File: src/rtl/reg_file_store_ctrlr.sv
// Store-side memory controller: word stores go straight to a full-word write,
// byte stores do a read-modify-write because data memory only takes whole words.
module reg_file_store_ctrlr #(
   parameter int ADDR_WIDTH = 32,
   parameter bit BIG_ENDIAN = 1'b1
) (
   input  logic                  clock,
   input  logic                  reset,
   input  logic                  w_st_valid,
   input  logic                  w_st_byte,
   input  logic [ADDR_WIDTH-1:0] w_st_addr,
   input  logic [31:0]           w_st_data,
   output logic                  w_st_ready,
   output logic                  w_stall,
   output logic [ADDR_WIDTH-1:0] w_mem_addr,
   output logic                  w_mem_rd_en,
   input  logic [31:0]           w_mem_rdata,
   output logic                  w_mem_wr_en,
   output logic [31:0]           w_mem_wdata,
   output logic                  w_err_misaligned
);

   typedef enum logic [1:0] {
      IDLE = 2'd0,
      RD   = 2'd1,
      CAP  = 2'd2,
      WR   = 2'd3
   } state_t;

   state_t                r_state;
   state_t                w_next_state;
   logic [1:0]            r_offset;
   logic [7:0]            r_byte_data;
   logic                  r_mem_rd_en;
   logic                  r_mem_wr_en;
   logic                  r_err;
   logic [ADDR_WIDTH-1:0] r_mem_addr;
   logic [31:0]           r_mem_wdata;

   logic                  w_misaligned;
   logic                  w_capture;
   logic                  w_rd_en_nxt;
   logic                  w_wr_en_nxt;
   logic                  w_err_nxt;
   logic [ADDR_WIDTH-1:0] w_addr_nxt;
   logic [31:0]           w_wdata_nxt;
   logic [1:0]            w_lane;
   logic [31:0]           w_merged;

   // Handshake: a request transfers on a rising edge where w_st_valid and
   // w_st_ready are both high; while busy, w_st_valid is ignored and the
   // upstream stage must hold its request (w_stall=1).
   assign w_st_ready       = (r_state == IDLE);
   assign w_stall          = !w_st_ready;
   assign w_mem_rd_en      = r_mem_rd_en;
   assign w_mem_wr_en      = r_mem_wr_en;
   assign w_mem_addr       = r_mem_addr;
   assign w_mem_wdata      = r_mem_wdata;
   assign w_err_misaligned = r_err;

   assign w_misaligned = !w_st_byte && (w_st_addr[1:0] != 2'b00);

   // Lane index counted from bit 0; big-endian puts offset 0 in the top byte.
   assign w_lane = BIG_ENDIAN ? (2'd3 - r_offset) : r_offset;

   always_comb begin
      w_merged = w_mem_rdata;
      case (w_lane)
         2'd0:    w_merged[7:0]   = r_byte_data;
         2'd1:    w_merged[15:8]  = r_byte_data;
         2'd2:    w_merged[23:16] = r_byte_data;
         default: w_merged[31:24] = r_byte_data;
      endcase
   end

   always_comb begin
      w_next_state = r_state;
      w_capture    = 1'b0;
      w_rd_en_nxt  = 1'b0;
      w_wr_en_nxt  = 1'b0;
      w_err_nxt    = 1'b0;
      w_addr_nxt   = r_mem_addr;
      w_wdata_nxt  = r_mem_wdata;
      case (r_state)
         IDLE: begin
            if (w_st_valid) begin
               if (w_misaligned) begin
                  w_err_nxt = 1'b1;
               end else begin
                  w_capture  = 1'b1;
                  w_addr_nxt = {w_st_addr[ADDR_WIDTH-1:2], 2'b00};
                  if (w_st_byte) begin
                     w_next_state = RD;
                     w_rd_en_nxt  = 1'b1;
                  end else begin
                     w_next_state = WR;
                     w_wr_en_nxt  = 1'b1;
                     w_wdata_nxt  = w_st_data;
                  end
               end
            end
         end
         RD: begin
            w_next_state = CAP;
         end
         CAP: begin
            // Read data is valid this cycle; the merged word is written next.
            w_next_state = WR;
            w_wr_en_nxt  = 1'b1;
            w_wdata_nxt  = w_merged;
         end
         WR: begin
            w_next_state = IDLE;
         end
         default: begin
            w_next_state = IDLE;
         end
      endcase
   end

   always_ff @(posedge clock or posedge reset) begin
      if (reset) begin
         r_state     <= IDLE;
         r_offset    <= 2'b00;
         r_byte_data <= 8'h00;
         r_mem_rd_en <= 1'b0;
         r_mem_wr_en <= 1'b0;
         r_err       <= 1'b0;
         r_mem_addr  <= '0;
         r_mem_wdata <= 32'h0;
      end else begin
         r_state     <= w_next_state;
         r_mem_rd_en <= w_rd_en_nxt;
         r_mem_wr_en <= w_wr_en_nxt;
         r_err       <= w_err_nxt;
         r_mem_addr  <= w_addr_nxt;
         r_mem_wdata <= w_wdata_nxt;
         if (w_capture) begin
            r_offset    <= w_st_addr[1:0];
            r_byte_data <= w_st_data[7:0];
         end
      end
   end

endmodule

File: config.mk
export PLATFORM = sky130hd
export DESIGN_NAME = reg_file_store_ctrlr
export DESIGN_NICKNAME = d
export VERILOG_FILES = /design/src/rtl/reg_file_store_ctrlr.sv
export SDC_FILE = /design/constraint.sdc
export NUM_CORES = 1
export LEC_CHECK = 0
export CAP_MARGIN = 10
export CELL_PAD_IN_SITES_DETAIL_PLACEMENT = 1
export CELL_PAD_IN_SITES_GLOBAL_PLACEMENT = 1
export CORE_AREA = 8 8 125 127
export DETAILED_ROUTE_END_ITERATION = 8
export DIE_AREA = 0 0 133 135
export GPL_TIMING_DRIVEN = 0
export PLACE_DENSITY = 0.88
export REMOVE_ABC_BUFFERS = 1
export SETUP_SLACK_MARGIN = 0.15
export SYNTH_ARGS = -nofsm -noshare
export SYNTH_HDL_FRONTEND = slang
export SYNTH_SLANG_ARGS = --single-unit
File: constraint.sdc
create_clock -name clock -period 2.2 [get_ports clock]
set_input_delay 0.22 -clock clock [delete_from_list [all_inputs] [get_ports clock]]
set_output_delay 0.22 -clock clock [all_outputs]
set_load 0.02 [all_outputs]
==> impl_metrics.ini, run 1 <==
[floorplan]
die_height_um = 135
start_util_pct = 28.3
design.die.area_mm2 = 0.0180
die_w_um = 133
ios = 169
coreArea_mm2 = 0.0136
row_count = 43

[sta]
drv_slew = 0
timing.slew.headroom_pct = 62.6
fin_crit_ns = 1.96
tns_ns = 0
rsz0062_at_grt = false
hold-worst-slack_ns = 0.139
setup_viol = 0
fmax_mhz = 511
clock_skew_ns = 0.00901
hold_viol_final = 0
tightest_slew_ns = 0.561
min_period_over_period_pct = 89.0

[synthesis]
async_flop_share_pct = 100
synth_commonest_cells = dfrtp_1, mux2_2, inv_1, nand2_1, nor2_1
synth_cell_type_count = 32
ys_warn_count = 0
synth.area.top_cells = dfrtp_1, mux2_2, nand4b_1
synth-main-ff-cell = dfrtp_1
synth_top_area_cell = dfrtp_1
syn_inst = 330
netlist_area_mm2 = 0.00385
synth.most_common_cell = dfrtp_1
synth_edf_count = 0
synth_seq_cells = 77
synth_top_area_share_pct = 50.1
ys_seq_area_share_pct = 50.1
synth_area_per_cell_um2 = 11.7

[clocking]
cts.sinks = 77
clock_latency_ns = 0.34
clockBufferDepth = 2
cts_made_buffers = 9
clk_pin_slew_ns = 0.06
h-tree-depth = 3
holdBufCountCts = 0
tritoncts = built
cts_root_buf = clkbuf_16

[power]
p_per_area_mw_per_mm2 = 1520
p_leak_uw = 0.00249
peakVddDrop_v = 0.000695
design_power_total_uw = 9360

[worst_setup_path]
cp_data_arrival_time_ns = 2.18
r2r_slack_ns = 0.24
setup.worst_path.end_class = register
rr_startpoint = r_state[0]
crit_fanout = 7
crit_type = register to register
critical_path_required_ns = 2.42
timing.rr.end = w_mem_wdata[31]
rr_worst_depth = 7
critPathLaunchType = register

[min_path]
hp-class = input pin to async pin

[routing]
routedWlPerCell_um = 21.0
drt_iter0_markers = 155
vias = 3368
via_per_inst = 4.98
ant_nets = 0
drc = 0
dr.pass1.iters = 4
drt-total-wl_um = 14200

[placement]
dp_hpwl_um = 9620
gp_congestion = 0.754
numPlacedInstances = 651
port_buffers = 166

[run_status]
status = completed

[grt]
grt_pass1_wl_um = 21700
grt_antenna_before_repair = 0
grt_use_total_pct = 15.5
grt_pass1_vias = 3847
grt_util_met2_pct = 24.2
grt_max_degree = 69
grt-ovfl-total = 0
grt.met1_usage_pct = 17.5
gr-max-usage-layer = met2
use_met3_pct = 8.28

[finish]
layout.cells.non_filler = 676
final_util_pct = 45.1
diodes = 0
drive_gt1_share_pct = 24.6
finalNetCount = 593
area_growth_pct = 59.6

[run]
maxCapViolations = 0
==> metrics by stage <==
step	worst slack [ns]	cell area, um2
final	0.242	6140
after global routing	0.164	6140
after CTS	0.150	6080
after detailed placement	-0.323	5670
after global placement	-1.86	5580
after floorplan	-0.854	3690
==> flip-flops by register name (all words and copies together) (netlist names) <==
| register | flops |
|---|---|
| r_byte_data | 8 |
| w_mem_wdata | 32 |
| r_state | 2 |
| w_mem_addr | 30 |
| w_mem_rd_en | 1 |
| r_offset | 2 |
| w_mem_wr_en | 1 |
| w_err_misaligned | 1 |
==> worst max path at each step <==
stage	from	endpoint	slack, ns	depth (start not counted)
detailed placement	r_offset[0]	w_mem_wdata[23]	-0.32	3
global placement	r_state[0]	w_mem_wdata[8]	-1.86	5
CTS	r_offset[1]	w_mem_wdata[8]	0.15	3
floorplan	r_state[0]	w_mem_wdata[0]	-0.85	5
finish	r_state[0]	w_mem_wdata[31]	0.24	7
global route	r_state[0]	w_mem_wdata[11]	0.16	7
==> routing by layer <==
metal,wire length [um],share of wire [%],vias to the layer above
met4,311,2.2,0
met3,1610,11,28
met5,0,0,-
li1,-,-,1506
met2,6420,45,165
met1,5850,41,1669
==> cells by family (layout without fill, tap and decap cells) <==
logic type	count (synthesis)	in the layout	synth area share (%)
compound gates	56	56	11.5
fa+ha+maj	2	2	0.650
buf+inv	50	215	6.21
flops	77	77	50.1
mux	70	70	20.5
other cells	1	2	0.0974
simple gates	74	74	11.0
==> where the power goes <==
group          internal (uW)  switching, uW  total [uW]
Combinational           2560           2310        4880
Clock                   1050            576        1630
Sequential              2150            704        2860
Total                   5770           3590        9360
==> worst max-delay path, cell delays in order, from the launching register on <==
cell and delay (ns):
dfrtp_1 0.36, inv_1 0.17, ha_4 0.19, nand2_2 0.09, o41ai_4 0.30, buf_4 0.20, buf_4 0.18, mux2_2 0.35
==> cell type report <==
cell class	count	area, um2
clock inverter	4	70.1
multi-input combinational	204	1740
sequential	77	1930
clock buffer	12	256
inverter	20	77.6
timing repair buffer	179	1840
fill	1458	7470
tap	180	225
==> what timing repair did <==
action	in CTS	in global routing
setup endpoints to repair	33	32
resized for setup	7	4
buffers inserted	4	5
pin swaps	1	1
==> cell usage in the layout (no fill, tap or decap), types with 8 or more instances in the layout <==
cell / instances
a21bo_2: 8
nand3_1: 8
nand2_1: 17
clkdlybuf4s50_1: 165
o221ai_1: 16
dfrtp_1: 75
o21ai_0: 8
nor2_1: 18
inv_1: 19
nand4b_1: 16
or3b_2: 8
clkbuf_16: 9
mux2_2: 68
a31oi_1: 16
(Power assumes the default switching activity.)
==> inputs of run 2 (changes only) <==
Settings changed: CORE_AREA 8 8 125 127 to 8 8 131 121, DIE_AREA 0 0 133 135 to 0 0 139 129.
==> run 2 against run 1 <==
Effect of this change: critical path type unchanged; worst setup slack improved by 0.019 ns; cell area fell by 0.39%; largest power group unchanged; critical endpoint is now w_mem_wdata[20]; routed wire length fell by 0.72%; utilization is 0.29 points lower; first-iteration DRC count shrank 50%; sequential share of layout area rose by 0.12 points; largest cell class unchanged.
==> impl_metrics.ini, run 2 (same netlist as run 1, synthesis figures left out) <==
[run_status]
status = completed

[placement]
gp_congestion = 0.749
numPlacedInstances = 643
dp_hpwl_um = 9600
place_ws_ns = -0.485
port_buffers = 166
post_dp_cell_area_mm2 = 0.00566

[clocking]
cts.sinks = 77
clock_latency_ns = 0.34
cts_made_buffers = 9
holdBufCountCts = 0
cts_root_buf = clkbuf_16
h-tree-depth = 3
tritoncts = built
clockBufferDepth = 2
clk_pin_slew_ns = 0.06

[power]
clock_power_share_pct = 18.2
switching_share_pct = 38.3
peakVddDrop_v = 0.000957
p_per_area_mw_per_mm2 = 1540
p_seq_share_pct = 30.6
design_power_total_uw = 9420
p_comb_share_pct = 51.2
intPower_uw = 5810
p_switching_uw = 3610
p_leak_uw = 0.00247

[grt]
grt-ovfl-total = 0
grt_use_total_pct = 15.9
grt_antenna_before_repair = 0
grt_pass1_wl_um = 22200
grt_pass1_vias = 3833
grt_max_degree = 52

[sta]
layout_setup_ws_ns = 0.260
setup_viol = 0
rsz0062_at_grt = false
tightest_slew_ns = 0.557
fmax_mhz = 516
fin_crit_ns = 1.94
clock_skew_ns = 0.00594
hold_viol_final = 0
drv_slew = 0
hold-worst-slack_ns = 0.244
min_period_over_period_pct = 88.2
timing.slew.headroom_pct = 62.9

[finish]
layout_commonest_cell = clkdlybuf4s50_1
diodes = 0
n_fill_cell = 1414
fin_area_mm2 = 0.00612
largest_reg_flops = 32
drive_gt1_share_pct = 23.8
layout.cells.non_filler = 664
finalNetCount = 589
area_growth_pct = 59.0
mostFrequentLayoutCells = clkdlybuf4s50_1, dfrtp_1, mux2_2

[worst_setup_path]
setup.worst_path.end_class = register
crit_type = register to register
rr_startpoint = r_state[0]
critical_path_required_ns = 2.42
cp_data_arrival_time_ns = 2.16
r2r_slack_ns = 0.26
timing.rr.end = w_mem_wdata[20]
crit_fanout = 11
critPathLaunchType = register
rr_worst_depth = 7

[routing]
drt_iter0_markers = 77
drc = 0
drt-total-wl_um = 14100
routedWlPerCell_um = 21.2
vias = 3328
ant_nets = 0
dr.pass1.iters = 4
via_per_inst = 5.01

[floorplan]
start_util_pct = 28.2
die_height_um = 129
design.die.area_mm2 = 0.0179
coreArea_mm2 = 0.0136
row_count = 41
die_w_um = 139
ios = 169

[run]
maxCapViolations = 0

[min_path]
hp-class = input pin to async pin
## run 2: cell types whose count changed in the layout (fill, tap and decap cells not counted), sizes merged
cell,previous run,this run
clkbuf,12,10
dlygate4sd2,1,0
dlymetal6s2s,0,1
clkinvlp,0,1
bufinv,2,3
buf,13,9
## run 2: per-layer routing
metal  part of all wire [%]  track usage (%)  vias up  wire length (um)
met5                      0                0        -                 0
met4                    1.5             5.16        0               214
met3                    9.5             7.26       18              1340
met2                     47             26.8      151              6680
met1                     42             17.8     1660              5860
li1                       -                -     1499                 -
## run 2: worst max-delay path by stage
stage                                 end  startpoint  cells past startpoint  slack (ns)
after floorplan            w_mem_wdata[0]  r_state[0]                      5       -0.85
after detailed placement  w_mem_wdata[20]   w_st_byte                      5       -0.48
after global placement    w_mem_wdata[28]  r_state[0]                      5       -1.88
final                     w_mem_wdata[20]  r_state[0]                      7        0.26
after CTS                 w_mem_wdata[20]  r_state[0]                      7        0.15
after global routing      w_mem_wdata[20]  r_state[0]                      7        0.19
## run 2: metrics by stage
step / utilization (%) / TNS (ns)
after floorplan: - / -27.48
after global routing: 44.8 / 0
after detailed placement: 41.5 / -10.31
after global placement: 40.8 / -200.63
after CTS: 44.7 / 0
final: 44.8 / 0
## run 2: what timing repair did
| item | 4_1_cts | 5_1_grt |
|---|---|---|
| pin swaps | 1 | 1 |
| endpoints found under the setup margin | 33 | 31 |
| setup buffers | 4 | 1 |
| gates resized for setup | 7 | 2 |
## run 2: layout make-up
class / instances / area, um2 / share of cell area, %
Clock buffer: 10 / 229 / 3.74
Clock inverter: 6 / 111 / 1.82
Inverter: 20 / 77.6 / 1.27
Multi-Input combinational cell: 204 / 1730 / 28.3
Sequential cell: 77 / 1930 / 31.6
Tap cell: 172 / 215 / 3.52
Timing Repair Buffer: 175 / 1820 / 29.7
## run 2: critical path: stages (launching register included)
cell	delay [ns]
dfrtp_1	0.36
inv_1	0.17
ha_4	0.18
nand2_1	0.12
o41ai_4	0.29
buf_6	0.18
buf_8	0.16
mux2_2	0.35
## run 2: power by group through the flow
stage / clock network [uW] / logic [uW] / registers [uW]
after global routing: 1800 / 5150 / 3000
final: 1710 / 4820 / 2880
after CTS: 1760 / 4860 / 2890
after floorplan: 0 / 1780 / 3400
after detailed placement: 0 / 4590 / 2870
after global placement: 0 / 4410 / 2790
==> inputs of run 3 (changes only) <==
Settings changed: SLEW_MARGIN set to 0.
Clock period 2.2 ns to 1.7 ns, I/O delays scaled along.
==> run 3 against run 2 <==
Effect of this change: first-iteration DRC count fell by 12%; the flow now finishes with violations (setup timing); sequential share of layout area fell by 3.0 points; cell count grew 4.1%; largest power group unchanged.
==> impl_metrics.ini, run 3 (same netlist as run 1, synthesis figures left out) <==
[finish]
final_util_pct = 49.5
area_growth_pct = 75.6
multi_input_area_mm2 = 0.00193
mostFrequentLayoutCells = clkdlybuf4s50_1, dfrtp_1, mux2_4
largest_reg_flops = 32
layout.cells.non_filler = 691
n_fill_cell = 1380
layout_commonest_cell = clkdlybuf4s50_1
diodes = 0
drive_gt1_share_pct = 29.7
finalNetCount = 616
seq_area_mm2 = 0.00193

[run_status]
status = finished with violations
violations = setup timing

[worst_setup_path]
critPathLaunchType = register
crit_type = register to register
critical_path_required_ns = 1.92
critPathLaunch = r_state[1]
endpoint = w_mem_wdata[24]
rr_startpoint = r_state[1]
crit_fanout = 5
cp_data_arrival_time_ns = 2.00
r2r_slack_ns = -0.08
setup.worst_path.end_class = register
timing.rr.end = w_mem_wdata[24]
rr_worst_depth = 8

[power]
clock_power_share_pct = 16.1
intPower_uw = 8620
p_switching_uw = 5240
p_comb_share_pct = 57.6
design_power_total_uw = 13900
p_per_area_mw_per_mm2 = 2050
peakVddDrop_v = 0.00117
switching_share_pct = 37.8
p_leak_uw = 0.00296
p_seq_share_pct = 26.3

[min_path]
hp-class = input pin to async pin

[routing]
vias = 3536
via_per_inst = 5.12
ant_nets = 0
dr.pass1.iters = 4
drt-total-wl_um = 16600
drc = 0
routedWlPerCell_um = 24.0
drt_iter0_markers = 68

[placement]
numPlacedInstances = 643
dp_hpwl_um = 9600
port_buffers = 166
gp_congestion = 0.749

[clocking]
tritoncts = built
clockBufferDepth = 2
cts.sinks = 77
cts_made_buffers = 9
clock_latency_ns = 0.34
clk_pin_slew_ns = 0.06
h-tree-depth = 3
cts_root_buf = clkbuf_16

[floorplan]
coreArea_mm2 = 0.0136
die_height_um = 129
start_util_pct = 28.2
design.die.area_mm2 = 0.0179
die_w_um = 139
row_count = 41
ios = 169

[grt]
grt_antenna_before_repair = 0
grt_use_total_pct = 18.6
grt_pass1_vias = 4177
grt_pass1_wl_um = 25500
grt_max_degree = 44
grt-ovfl-total = 0

[sta]
min_period_over_period_pct = 105
setup_viol = 28
clock_skew_ns = 0.00515
hold_viol_final = 0
rsz0062_at_grt = true
fin_crit_ns = 1.78
fmax_mhz = 562
layout_setup_ws_ns = -0.0801
drv_slew = 0

[run]
maxCapViolations = 0
## run 3: changes by cell type in the layout (fill, tap and decap cells not counted), sizes merged
cell,previous run,this run
buf,9,36
clkbuf,10,11
clkdlybuf4s15,0,1
clkdlybuf4s50,165,154
dlygate4sd2,0,1
dlymetal6s2s,1,9
## run 3: power groups by stage
stage | logic (uW) | registers (uW) | clock network [uW]
2_1_floorplan | 2300 | 4400 | 0
3_3_place_gp | 5580 | 3600 | 0
3_5_place_dp | 5940 | 3720 | 0
4_1_cts | 7790 | 3640 | 2280
5_1_grt | 8450 | 3760 | 2330
6_report | 7980 | 3650 | 2230
## run 3: worst min-delay path by stage
stage / start / end / slack [ns]
2_1_floorplan: w_st_byte / w_err_misaligned / 0.24
3_3_place_gp: w_mem_wdata[23] / w_mem_wdata[23] / 0.47
3_5_place_dp: w_mem_addr[11] / w_mem_addr[11] / 0.50
4_1_cts: reset / w_mem_addr[3] / 0.20
5_1_grt: reset / w_mem_addr[3] / 0.24
6_report: reset / w_mem_addr[3] / 0.20
## run 3: cell type report
| type | count | share of cell area, % |
|---|---|---|
| repair buffers | 202 | 33.4 |
| flip-flops and latches | 77 | 28.6 |
| multi-input cells | 204 | 28.6 |
| clock buffers | 10 | 3.39 |
| well taps | 172 | 3.18 |
| clock inverters | 6 | 1.65 |
| inverters | 20 | 1.18 |
## run 3: what timing repair did
action | CTS | global route
setup buffers | 22 | 3
gates resized for setup | 73 | 21
setup endpoints to repair | 76 | 83
cloned | 6 | 1
pin swaps | 5 | 2
endpoints found under the hold margin | 0 | 0
hold buffers | 0 | 0
## run 3: worst max-delay path: stages, from the launching register on
cell and delay [ns]:
dfrtp_1 0.38, inv_2 0.05, ha_4 0.16, buf_4 0.14, nand2b_4 0.15, o41ai_4 0.06, buf_6 0.23, clkbuf_16 0.18
mux2_4 0.30
## run 3: layer usage
metal  global-route usage [%]  vias up  routed length, um
met4                     5.67        0                291
met2                     33.3      161               8330
met3                     7.66       24               1430
li1                         -     1553                  -
met5                        0        -                  0
met1                     19.9     1798               6520
## run 3: per-stage QoR
stage | TNS [ns] | hold WS [ns] | worst slack (ns) | instance area (um2)
6_report | -1.29 | 0.199 | -0.0801 | 6760
5_1_grt | -3.60 | 0.240 | -0.126 | 6760
4_1_cts | -3.22 | 0.202 | -0.144 | 6640
3_5_place_dp | -35.82 | 0.497 | -0.935 | 5660
3_3_place_gp | -270.28 | 0.469 | -2.38 | 5570
2_1_floorplan | -90.92 | 0.243 | -1.35 | 3690
